## src/rtl/mmio_responder.sv

```systemverilog
// Data-memory responder: word RAM plus LED, cycle counter, TX FIFO and status page.
// Reads are combinational, writes land on the clock edge; a full TX FIFO drops pushes and sets sticky overflow.
module mmio_responder #(
    parameter int RAM_WORDS  = 64,
    parameter int FIFO_DEPTH = 4
) (
    input  logic        clk,
    input  logic        reset,
    input  logic        we,
    input  logic [31:0] a,
    input  logic [31:0] wd,
    output logic [31:0] rd,
    output logic [7:0]  leds,
    output logic [31:0] tx_data,
    output logic        tx_valid,
    input  logic        tx_ready
);

    localparam int AW = $clog2(RAM_WORDS);
    localparam int PW = $clog2(FIFO_DEPTH);
    localparam int CW = $clog2(FIFO_DEPTH + 1);

    localparam logic [31:0] ADDR_LED  = 32'hFFFF_0000;
    localparam logic [31:0] ADDR_CNT  = 32'hFFFF_0004;
    localparam logic [31:0] ADDR_TXD  = 32'hFFFF_0008;
    localparam logic [31:0] ADDR_STAT = 32'hFFFF_000C;

    // Storage
    logic [31:0]   r_mem [RAM_WORDS];
    logic [31:0]   r_fifo_mem [FIFO_DEPTH];
    logic [7:0]    r_leds;
    logic [31:0]   r_cycles;
    logic [PW-1:0] r_rd_ptr;
    logic [PW-1:0] r_wr_ptr;
    logic [CW-1:0] r_count;
    logic          r_ovf;

    // Decode on the word address; the byte offset never matters
    logic          w_sel_ram;
    logic          w_sel_led;
    logic          w_sel_cnt;
    logic          w_sel_txd;
    logic          w_sel_stat;
    logic [AW-1:0] w_ram_idx;

    assign w_sel_ram  = (a[31:AW+2] == '0);
    assign w_sel_led  = (a[31:2] == ADDR_LED[31:2]);
    assign w_sel_cnt  = (a[31:2] == ADDR_CNT[31:2]);
    assign w_sel_txd  = (a[31:2] == ADDR_TXD[31:2]);
    assign w_sel_stat = (a[31:2] == ADDR_STAT[31:2]);
    assign w_ram_idx  = a[AW+1:2];

    // FIFO status and handshake
    logic          w_full;
    logic          w_empty;
    logic          w_push;
    logic          w_pop;
    logic          w_push_ok;
    logic [31:0]   w_count_ext;
    logic [31:0]   w_stat;

    assign w_full      = (r_count == CW'(FIFO_DEPTH));
    assign w_empty     = (r_count == '0);
    assign tx_valid    = ~w_empty;
    assign w_pop       = tx_valid & tx_ready;
    assign w_push      = we & w_sel_txd;
    // A pop in the same edge frees the slot, so a push into a full FIFO still lands
    assign w_push_ok   = w_push & (~w_full | w_pop);
    assign tx_data     = w_empty ? 32'd0 : r_fifo_mem[r_rd_ptr];
    assign w_count_ext = 32'(r_count);
    assign w_stat      = {26'd0, r_ovf, w_count_ext[2:0], w_empty, w_full};
    assign leds        = r_leds;

    logic w_unused;
    assign w_unused = ^{a[1:0], w_count_ext[31:3]};

    always_comb begin
        rd = 32'd0;
        if (w_sel_ram) begin
            rd = r_mem[w_ram_idx];
        end else if (w_sel_led) begin
            rd = {24'd0, r_leds};
        end else if (w_sel_cnt) begin
            rd = r_cycles;
        end else if (w_sel_stat) begin
            rd = w_stat;
        end
    end

    // RAM and FIFO payload are deliberately not reset
    always_ff @(posedge clk) begin
        if (we && w_sel_ram) begin
            r_mem[w_ram_idx] <= wd;
        end
        if (w_push_ok) begin
            r_fifo_mem[r_wr_ptr] <= wd;
        end
    end

    always_ff @(posedge clk or negedge reset) begin
        if (!reset) begin
            r_leds   <= 8'd0;
            r_cycles <= 32'd0;
        end else begin
            r_cycles <= r_cycles + 32'd1;
            if (we && w_sel_led) begin
                r_leds <= wd[7:0];
            end
        end
    end

    always_ff @(posedge clk or negedge reset) begin
        if (!reset) begin
            r_rd_ptr <= '0;
            r_wr_ptr <= '0;
            r_count  <= '0;
            r_ovf    <= 1'b0;
        end else begin
            if (w_pop) begin
                r_rd_ptr <= r_rd_ptr + PW'(1);
            end
            if (w_push_ok) begin
                r_wr_ptr <= r_wr_ptr + PW'(1);
            end
            if (w_push_ok && !w_pop) begin
                r_count <= r_count + CW'(1);
            end else if (w_pop && !w_push_ok) begin
                r_count <= r_count - CW'(1);
            end
            if (w_push && !w_push_ok) begin
                r_ovf <= 1'b1;
            end else if (we && w_sel_stat && wd[5]) begin
                r_ovf <= 1'b0;
            end
        end
    end

endmodule

```

## config.mk

```make
export PLATFORM = sky130hd
export DESIGN_NAME = mmio_responder
export DESIGN_NICKNAME = d
export VERILOG_FILES = /design/src/rtl/mmio_responder.sv
export SDC_FILE = /design/constraint.sdc
export NUM_CORES = 2
export LEC_CHECK = 0
export CORE_ASPECT_RATIO = 1.4
export CORE_MARGIN = 4
export CORE_UTILIZATION = 40
export DETAILED_ROUTE_END_ITERATION = 10
export PLACE_DENSITY = 0.53
export SLEW_MARGIN = 20
export SYNTH_ARGS = -nofsm -noshare
export SYNTH_HDL_FRONTEND = slang
export SYNTH_SLANG_ARGS = --single-unit
```

## constraint.sdc

```tcl
create_clock -name clk -period 6.1 [get_ports clk]
set_input_delay 1.22 -clock clk [delete_from_list [all_inputs] [get_ports clk]]
set_output_delay 1.22 -clock clk [all_outputs]
set_load 0.02 [all_outputs]
```

==> reports/metrics.cfg <==
[worst_setup_path]
crit_path_top_delay_cell = nor3_1
crit_path_frequent_cell = buf_4
critPathKind = in -> out
reg2regPathDepth = 9
startpoint_type = input port
crit_path_cell_trace = buf_8 > buf_12 > nor2_4 > buf_12 > buf_4 > a221oi_1 > nor3_1 > a31oi_1 > o211ai_1 > nor3_1 > buf_4 > o21ai_0 > buf_4
cp_data_required_time_ns = 4.88
critPathCaptureType = output pin
r2r_slack_ns = 3.73
critPathMaxStageDelay_ns = 0.63
rr_startpoint = r_count[2]
worstPathArrival_ns = 4.93
cp_max_fo = 35
r2r-end = r_count[2]

[synthesis]
synthTopCellsByArea = edfxtp_1 76%, mux4_2 3.7%, mux2i_1 3.3%
yosysMostFrequentCell = edfxtp_1
yosysUniqueCellTypes = 75
synth_nets = 4794
synth_top_cell_by_area = edfxtp_1
yosysWarnings = 0
syn-cell-area_um2 = 86200
synth-seq-cells = 2224
yosysTopAreaCellShare = 0.758
synth_ff_type = edfxtp_1
synthArstFlopShare = 0.0216
synth.avg_cell_area_um2 = 18.3
synth_top_cells_by_count = 2176 x edfxtp_1, 288 x mux2i_1, 224 x a221oi_1
synth_edf_count = 2176
synthCells = 4719
ys_seq_area_frac = 0.772

[clocking]
clkSinkCount = 2224
cts_buffers = 208
clock_path_buffers = 4
cts_tree = done
htree_levels = 4
cts_root_buffer = clkbuf_16
clk_latency_ns = 0.85
path_clk_slew_ns = 0.07

[timing]
clock_skew_ns = 0.0166
setup_viol = 1
worstMarginPinSlew_ns = 1.05
rsz0062_at_grt = false
min_period_over_period = 1.01
setup_ws_ns = -0.0493
slew_viol_final = 0
period_minus_slack_ns = 6.15
max_freq_mhz = 163
finalHoldViolCount = 0
slew-limit-headroom = 0.302
finalSetupTns_ns = -0.0493
whs_ns = 0.468

[power_and_ir_drop]
ir_drop_mv = 0.221
power_per_cell_area_nw_per_um2 = 313
leakage_nw = 32.8

[layout]
final_nets = 5288
final_cells = 8223
stdcell_area_um2 = 101000
fillCellCount = 18124
drive_gt1_frac = 0.223
multi_input_area_um2 = 18500
area_growth_pct = 17.4
final_util = 0.472
seqCellArea_um2 = 66500

[global_routing]
use_met3 = 0.0368
grt-ovfl-total = 0
grt_start_max_net_pins = 70
track_usage = 0.261
globalRouteMet2Util = 0.443
grt_pass1_vias = 48547
grt_pass1_wl_um = 408000
busiest_layer = met2
use_met1 = 0.342
antenna_found_initial = 17

[die]
start_util = 0.402
die_h_um = 557
die_w_um = 400
row_count = 201
dieArea_um2 = 223000
core_um2 = 214000
io_pins = 141

[placed_design]
place_area_um2 = 94400
dp_hpwl_um = 185000
portBuffers = 138
routabilityCongestion = 0.861
placed_cells = 7841

[flow_run]
drv_cap = 0

[route]
viasPerCell = 6.15
firstDrtPassIters = 6
ant_nets = 0
vias = 50574
drtIter0Drc = 6467
drt_wl_total_um = 298000
wire_per_inst_um = 36.3
drcViolationCount = 0

[run_status]
run_status = finished with violations
violations = negative setup slack

[hold_path]
hp-class = in -> async

metrics by stage:
step           setup slack, ns  total power (W)
3_3_place_gp            -0.184           0.0190
4_1_cts                 0.0373           0.0318
3_5_place_dp            -0.170           0.0190
2_1_floorplan             1.79           0.0178
5_1_grt                 0.0335           0.0324
6_report               -0.0493           0.0316
how the worst max path moves through the flow:
stage | start | endpoint | slack, ns | cells after the start
after floorplan | a[9] | r_mem[11][0] | 1.79 | 6
after global placement | a[3] | rd[14] | -0.18 | 13
after detailed placement | a[3] | rd[14] | -0.17 | 13
after CTS | a[3] | rd[8] | 0.04 | 13
after global routing | a[3] | rd[8] | 0.03 | 13
final | a[3] | rd[8] | -0.05 | 13
worst max-delay path: cells and delay by family:
kind | cells | cell delay [ns]
compound gates | 4 | 1.16
buf+inv | 6 | 1.59
simple gates | 3 | 0.83
kinds of logic (layout without fill, tap and decap cells):
family          after synthesis  after routing  synth area share
fa+ha+maj                     7              7           0.00110
simple gates                531            531            0.0293
compound gates             1022           1022            0.0852
other cells                   0              7                 0
xor+xnor                     36             36           0.00366
flops                      2224           2224             0.772
mux                         563            563            0.0879
buf+inv                     336            991            0.0210
registers in the layout, indices dropped and copies added, names as in the netlist:
| register | cells |
|---|---|
| r_fifo_mem | 128 |
| r_count | 3 |
| r_rd_ptr | 2 |
| r_mem | 2048 |
| r_cycles | 32 |
| r_wr_ptr | 2 |
| leds | 8 |
| r_ovf | 1 |
layer usage:
layer  part of all wire  up-vias
li1                   -    20470
met1               0.39    26845
met2               0.49     2703
met3              0.078      542
met4              0.042       14
met5            0.00032        -
power by group:
part	switching, W	internal (W)	leakage (nW)	total [W]
Combinational	0.00131	0.000591	9.32	0.00191
Clock	0.00564	0.00732	3.24	0.0130
Sequential	0.0000000000111	0.0168	20.2	0.0168
area by class of cell:
cell class | instances | share of cell area
inverter | 11 | 0.000507
tap | 2842 | 0.0351
clock buffer | 250 | 0.0543
multi-input combinational | 2159 | 0.183
timing repair buffer | 609 | 0.0581
clock inverter | 121 | 0.0114
antenna | 7 | 0.000173
sequential | 2224 | 0.658
repair_timing:
action | 4_1_cts | 5_1_grt
buffers inserted | 4 | 0
hold buffers | 0 | 0
hold endpoints to repair | 0 | 0
pin swaps | 1 | 0
setup endpoints to repair | 2 | 1
gates resized for setup | 3 | 1
layout by cell type (no fill, tap or decap), drive strengths merged, types with 95 or more instances in the layout:
master,instances
nor2,207
a21oi,143
mux4,141
edfxtp,2176
a22oi,155
mux2,134
buf,521
o22ai,114
clkbuf,250
o21ai,159
mux2i,288
nand2,95
a221oi,227
Note: power is estimated with default switching activity, not from simulation.
